## src/rtl/uart_tx_serializer.sv

```systemverilog
// rtl/uart_tx_serializer.sv - UART frame transmitter: start, LSB-first data, optional even parity, stop
// Load/shift data register followed by the frame sequencer that owns baud timing and the serial line.

module uart_tx_shift_reg #(
  parameter int WIDTH = 8
) (
  input  logic             clk,
  input  logic             rst,
  input  logic             load,
  input  logic             shift,
  input  logic [WIDTH-1:0] load_data,
  output logic [WIDTH-1:0] q
);

  typedef enum logic [1:0] {SEL_HOLD, SEL_LOAD, SEL_SHIFT} sel_t;

  sel_t             sel;
  logic [WIDTH-1:0] shift_in;

  // Load wins over shift so an accept can never be corrupted by a stale bit-end.
  assign sel      = load ? SEL_LOAD : (shift ? SEL_SHIFT : SEL_HOLD);
  assign shift_in = {1'b0, q[WIDTH-1:1]};

  always_ff @(posedge clk or posedge rst) begin
    if (rst) begin
      q <= '0;
    end else begin
      case (sel)
        SEL_LOAD:  q <= load_data;
        SEL_SHIFT: q <= shift_in;
        default:   q <= q;
      endcase
    end
  end

endmodule

module uart_tx_serializer #(
  parameter int CLKS_PER_BIT = 10416,
  parameter int DATA_BITS    = 8,
  parameter int PARITY_EN    = 0
) (
  input  logic                 clk,
  input  logic                 rst,
  input  logic [DATA_BITS-1:0] tx_data,
  input  logic                 tx_valid,
  output logic                 tx_ready,
  output logic                 tx_out,
  output logic                 tx_busy,
  output logic                 tx_done
);

  localparam int CW = $clog2(CLKS_PER_BIT);
  localparam int IW = $clog2(DATA_BITS + 1);
  localparam logic [CW-1:0] CNT_LAST = CW'(CLKS_PER_BIT - 1);
  localparam logic [IW-1:0] IDX_LAST = IW'(DATA_BITS - 1);

  typedef enum logic [2:0] {S_IDLE, S_START, S_DATA, S_PARITY, S_STOP} state_t;

  state_t               state;
  logic [CW-1:0]        baud_cnt;
  logic [IW-1:0]        bit_idx;
  logic                 parity_acc;
  logic [DATA_BITS-1:0] shreg_q;
  logic                 accept;
  logic                 bit_end;
  logic                 shift_en;

  assign tx_ready = (state == S_IDLE);
  assign tx_busy  = !tx_ready;
  assign accept   = tx_ready && tx_valid;
  assign bit_end  = (state != S_IDLE) && (baud_cnt == CNT_LAST);
  assign shift_en = (state == S_DATA) && bit_end;

  uart_tx_shift_reg #(
    .WIDTH(DATA_BITS)
  ) u_shreg (
    .clk      (clk),
    .rst      (rst),
    .load     (accept),
    .shift    (shift_en),
    .load_data(tx_data),
    .q        (shreg_q)
  );

  always_ff @(posedge clk or posedge rst) begin
    if (rst) begin
      baud_cnt <= '0;
    end else if (state == S_IDLE || bit_end) begin
      baud_cnt <= '0;
    end else begin
      baud_cnt <= baud_cnt + 1'b1;
    end
  end

  // The line value for the next bit is registered at the boundary, so tx_out is one
  // cycle behind the state change and the start bit appears the cycle after accept.
  always_ff @(posedge clk or posedge rst) begin
    if (rst) begin
      state      <= S_IDLE;
      bit_idx    <= '0;
      parity_acc <= 1'b0;
      tx_out     <= 1'b1;
      tx_done    <= 1'b0;
    end else begin
      tx_done <= 1'b0;
      case (state)
        S_IDLE: begin
          tx_out <= 1'b1;
          if (tx_valid) begin
            state      <= S_START;
            tx_out     <= 1'b0;
            bit_idx    <= '0;
            parity_acc <= 1'b0;
          end
        end
        S_START: begin
          if (bit_end) begin
            state  <= S_DATA;
            tx_out <= shreg_q[0];
          end
        end
        S_DATA: begin
          if (bit_end) begin
            bit_idx    <= bit_idx + 1'b1;
            // Parity accumulates from the captured bits as they leave the register.
            parity_acc <= parity_acc ^ shreg_q[0];
            if (bit_idx == IDX_LAST) begin
              if (PARITY_EN != 0) begin
                state  <= S_PARITY;
                tx_out <= parity_acc ^ shreg_q[0];
              end else begin
                state  <= S_STOP;
                tx_out <= 1'b1;
              end
            end else begin
              tx_out <= shreg_q[1];
            end
          end
        end
        S_PARITY: begin
          if (bit_end) begin
            state  <= S_STOP;
            tx_out <= 1'b1;
          end
        end
        S_STOP: begin
          if (bit_end) begin
            state   <= S_IDLE;
            tx_out  <= 1'b1;
            tx_done <= 1'b1;
          end
        end
        default: begin
          state  <= S_IDLE;
          tx_out <= 1'b1;
        end
      endcase
    end
  end

endmodule

```

## config.mk

```make
export PLATFORM = sky130hd
export DESIGN_NAME = uart_tx_serializer
export DESIGN_NICKNAME = d
export VERILOG_FILES = /design/src/rtl/uart_tx_serializer.sv
export SDC_FILE = /design/constraint.sdc
export NUM_CORES = 1
export LEC_CHECK = 0
export ABC_AREA = 1
export CORE_MARGIN = 5
export CORE_UTILIZATION = 61
export CTS_CLUSTER_SIZE = 10
export DETAILED_ROUTE_END_ITERATION = 10
export PLACE_DENSITY = 0.94
export SLEW_MARGIN = 25
export SYNTH_ARGS = -nofsm -noshare
export SYNTH_HDL_FRONTEND = slang
export SYNTH_SLANG_ARGS = --single-unit
export TNS_END_PERCENT = 10
```

## constraint.sdc

```tcl
create_clock -name clk -period 4.17 [get_ports clk]
set_clock_uncertainty 0.15 [all_clocks]
set_input_delay 0.834 -clock clk [delete_from_list [all_inputs] [get_ports clk]]
set_output_delay 0.834 -clock clk [all_outputs]
set_load 0.005 [all_outputs]
```

# Word-level counts from Yosys, hierarchy flattened
# Cells that the tools add are included.
[classes]
n_mux = 22
eq_ne = 15
n_reduce_logical = 13
addsub = 2
[op_table]
columns = ["operator", "n"]
rows = [
  ["$mux W3", 6],
  ["$pmux W8 S2", 1],
  ["$pmux W3 S5", 1],
  ["$add A14 B1 Y14 const B", 1],
  ["$eq A14 B14 Y1 const B", 1],
  ["$mux W14", 1],
  ["$ne A2 B2 Y1 const B", 5],
  ["$mux W4", 2],
  ["$pmux W4 S2", 1],
  ["$mux W1", 7],
  ["$eq A3 B2 Y1 const B", 2],
  ["$reduce_and A3 Y1", 2],
  ["$reduce_and A6 Y1", 1],
  ["$add A4 B1 Y4 const B", 1],
  ["$eq A4 B3 Y1 const B", 1],
  ["$mux W2", 2],
  ["$ne A2 B1 Y1 const B", 2],
  ["$pmux W1 S4", 1],
  ["$reduce_bool A2 Y1", 2],
  ["$eq A3 B1 Y1 const B", 1],
  ["$eq A3 B3 Y1 const B", 1],
  ["$logic_and A1 B1 Y1", 3],
  ["$logic_not A3 Y1", 1],
  ["$reduce_bool A3 Y1", 1],
  ["other kinds (5)", 5],
]
[totals]
inputBits = 11
output_inout_bits = 4
reg_bits = 31

# Longest topological paths before layout
[depth]
word_depth = 7
depth_mapped = 10
mapped_depth_nobuf = 10

# Hierarchy
# A second synthesis with hierarchy kept.
[unflattened]
cells_unflattened = 210
hier_area_um2 = 1780.5
[by_module_without_submodules]
columns = ["mod", "area_each_um2", "cells_per_inst", "n_inst"]
rows = [
  ["uart_tx_serializer", 1396.3, 166, 1],
  ["uart_tx_shift_reg", 384.1, 44, 1],
]

# Worst setup path after synthesis
# No wires, ideal clock.
[synth_timing]
path_type = "register -> output"
start = "register state[0]"
end = "output port tx_busy"
arrival_time_ps = 782
required_ps = 3186
path_slack_ps = 2404
path_stages_with_launch = 5
path_buffers = 0
cell_sequence = "dfrtp_1 -> nor2_2 -> inv_2 -> nor2_8 -> inv_4"
[synth_via]
elab_chain_cells = 2
[synth_lines]
columns = ["element", "line", "source"]
rows = [
  ["from (decl)", "60", "state_t state;"],
  ["from (signal assigned)", "100", "state <= S_IDLE;"],
  ["from (signal assigned)", "111", "state <= S_START;"],
  ["from (signal assigned)", "119", "state <= S_DATA;"],
  ["$logic_not A3 Y1", "69", "assign tx_ready = (state == S_IDLE);"],
  ["via tx_ready", "47", "output logic tx_ready,"],
  ["$logic_not A1 Y1", "70", "assign tx_busy = !tx_ready;"],
  ["to (decl)", "49", "output logic tx_busy,"],
]
# The timed path passes the listed nets, and every way through them passes these cells.

# Worst setup path after layout
[layout_timing]
start = "register state[0]"
end = "output port tx_busy"
[layout_via]
elab_chain_cells = 2
[layout_lines]
columns = ["element", "line"]
rows = [
  ["$logic_not A3 Y1", "69"],
  ["$logic_not A1 Y1", "70"],
]
# No other way between the ends.

==> results.ini <==
[timing]
rsz0062_at_grt=no
slew_viol_final=0
min_period_ns=2.61
finalSetupViolCount=0
period_share_pct=62.6
maxSlewHeadroom_pct=71.9
fmax_mhz=383
setup_tns_ns=0
setup_slack_ns=1.56
finalHoldViolations=0
worstMarginPinSlew_ns=0.418

[placed_design]
gp_congestion=0.869
preCtsSetupSlack_ns=1.91
hpwl_um=2470
portBuffers=14
dp.cells=249

[yosys]
seq_area_frac_synth_pct=44.6
yosysTopAreaCell=dfrtp_1
yosysUniqueCellTypes=28
netlist_area_mm2=0.00174
synth_cells=206
synth_nets=219
synthTopCellsByArea=dfrtp_1 43%, nand2_1 12%, nand3_2 10%, nor2_1 4.3%, nand3_1 3.5%
avgSynthCellArea_um2=8.45
synthFlopType=dfrtp_1
yosysWarnings=0
synth_seq_cells=31
synthArstFlopShare_pct=100
synth_top_area_share_pct=43.1
synth_edf_count=0

[routing]
postRouteAntennaNets=0
drtIter0Drc=48
drc=0
firstDrtPassIters=4
wirelength_um=3330
viasPerCell=5.45
wl_per_cell_um=13.0
vias=1400

[setup_path]
rr_startpoint=baud_cnt[0]$_DFF_PP0_
critPathLaunch=state[0]$_DFFE_PP0P_
cp-start-kind=register
cp_max_fo=5
path_class=register to output pin
worst_r2r_path_depth=7
regToRegSetupSlack_ns=2.14
crit_path_end=tx_busy
reg2reg_to=u_shreg.q[6]$_DFFE_PP0P_
crit_arrival_ns=1.63
worst_setup_path_end_kind=output pin
critPathRequiredTime_ns=3.19

[clocking]
clkLatencyLatePin_ns=0.35
hold_buffers=0
cts.sinks=31
h-tree-depth=2
cts_setup_buffers=0
postCtsResizedCells=0
clkTransAtPathRegs_ns=0.09
cts_root_buf=clkbuf_4
cts_tree=done
cts.path.max_buffers=2
cts_made_buffers=5

[run]
maxCapViolations=0

[run_status]
status=finished, final reports clean

[final_layout]
seq_area_um2=777
nFillCells=197
drive_above_1_share_pct=21.2
nets=238
area_growth_pct=14.1
stdcell_count=257
num_antenna_cells=0
multiInputGateArea_um2=845

[die]
die_area_mm2=0.00402
fp-row-count=19
die_h_um=63.4
coreArea_mm2=0.00273
fp.dieW_um=63.4
io_pins=15
start_util_pct=63.7

[global_routing]
antenna_found_initial=0
grt_pass1_vias=1404
grt_max_degree=32
grt-ovfl-total=0
grt_pass1_wl_um=6200
grt_use_total_pct=19.4

[power]
power_leakage_nw=0.940
ir_worst_vdd_mv=0.602
total_power_w=0.00107
power.density_mw_per_mm2=541

[hold_path]
min_path_type=register to register

state kept, by name (all words and copies together), names as in the netlist:
register and flops:
baud_cnt 14, state 3, tx_out 1, tx_done 1, u_shreg.q 8, bit_idx 4
area by class of cell:
cell class / instances / share of cell area, %
multi-input cells: 149 / 42.5
flip-flops and latches: 31 / 39.1
repair buffers: 15 / 7.44
inverters: 23 / 4.60
clock buffers: 6 / 2.58
well taps: 31 / 1.95
clock inverters: 2 / 1.76
through the flow:
step	hold slack (ns)	instance area, um2	utilization (%)
2_1_floorplan	0.305	1740	-
3_3_place_gp	0.332	1900	69.5
3_5_place_dp	0.341	1900	69.5
4_1_cts	0.355	1990	72.6
5_1_grt	0.377	1990	72.6
6_report	0.351	1990	72.6
report_power, final:
group | internal (W) | switching [W] | leakage [nW]
clock network | 0.000142 | 0.000109 | 0.0482
logic | 0.000157 | 0.000225 | 0.482
registers | 0.000374 | 0.0000678 | 0.410
total | 0.000673 | 0.000401 | 0.940
cell families after synthesis:
logic type | after synthesis | synth area share (%)
simple gates | 131 | 40.7
fa+ha+maj | 2 | 1.44
flops | 31 | 44.6
xor+xnor | 6 | 3.02
buf+inv | 26 | 6.83
compound gates | 10 | 3.38
per-layer routing:
metal  part of all wire [%]  wire length [um]  vias up  GRT usage [%]
met5                      0                 0        -              0
li1                       -                 -      708              -
met3                    3.3               109        2           5.86
met1                     41              1380      667           23.2
met4                   0.90                30        0           4.68
met2                     54              1810       23           33.9
worst max-delay path: stages (launching register included):
cell             delay, ns
dfrtp_1               0.44
nor2_2                0.16
inv_2                 0.08
nor2_8                0.10
inv_4                 0.06
clkdlybuf4s50_1       0.45
cells in the mapped netlist (4+ instances only):
cell type	instances
nor2_2	4
nand3_2	18
xor2_1	4
inv_1	14
nand2_1	56
nand3_1	12
nand4_1	5
nor3_1	6
nor2_1	20
dfrtp_1	30
a21oi_1	5
inv_2	7
worst min path at each step:
stage / endpoint / cells after the start / start
2_1_floorplan: baud_cnt[0]$_DFF_PP0_ / 1 / baud_cnt[0]$_DFF_PP0_
3_3_place_gp: tx_out$_DFFE_PP1P_ / 2 / tx_out$_DFFE_PP1P_
3_5_place_dp: tx_out$_DFFE_PP1P_ / 2 / tx_out$_DFFE_PP1P_
4_1_cts: tx_out$_DFFE_PP1P_ / 2 / tx_out$_DFFE_PP1P_
5_1_grt: tx_out$_DFFE_PP1P_ / 2 / tx_out$_DFFE_PP1P_
6_report: tx_out$_DFFE_PP1P_ / 2 / tx_out$_DFFE_PP1P_
cell usage in the layout, fill, tap and decap left out, types with 2 or more instances in the layout:
cell type        instances
inv_2                    7
inv_1                   14
inv_4                    2
nand2_1                 56
nand3_2                 18
ha_1                     2
nand2_2                  3
nor3_1                   6
xor2_1                   4
nor2_1                  20
nand4_1                  5
o21ai_1                  2
xnor2_1                  2
nor2_8                   2
clkdlybuf4s50_1         14
nor2_2                   4
nand3_1                 12
clkbuf_4                 5
dfrtp_1                 30
a21oi_1                  5
nor4_1                   2
No activity file was read; power rests on OpenSTA's default activity.
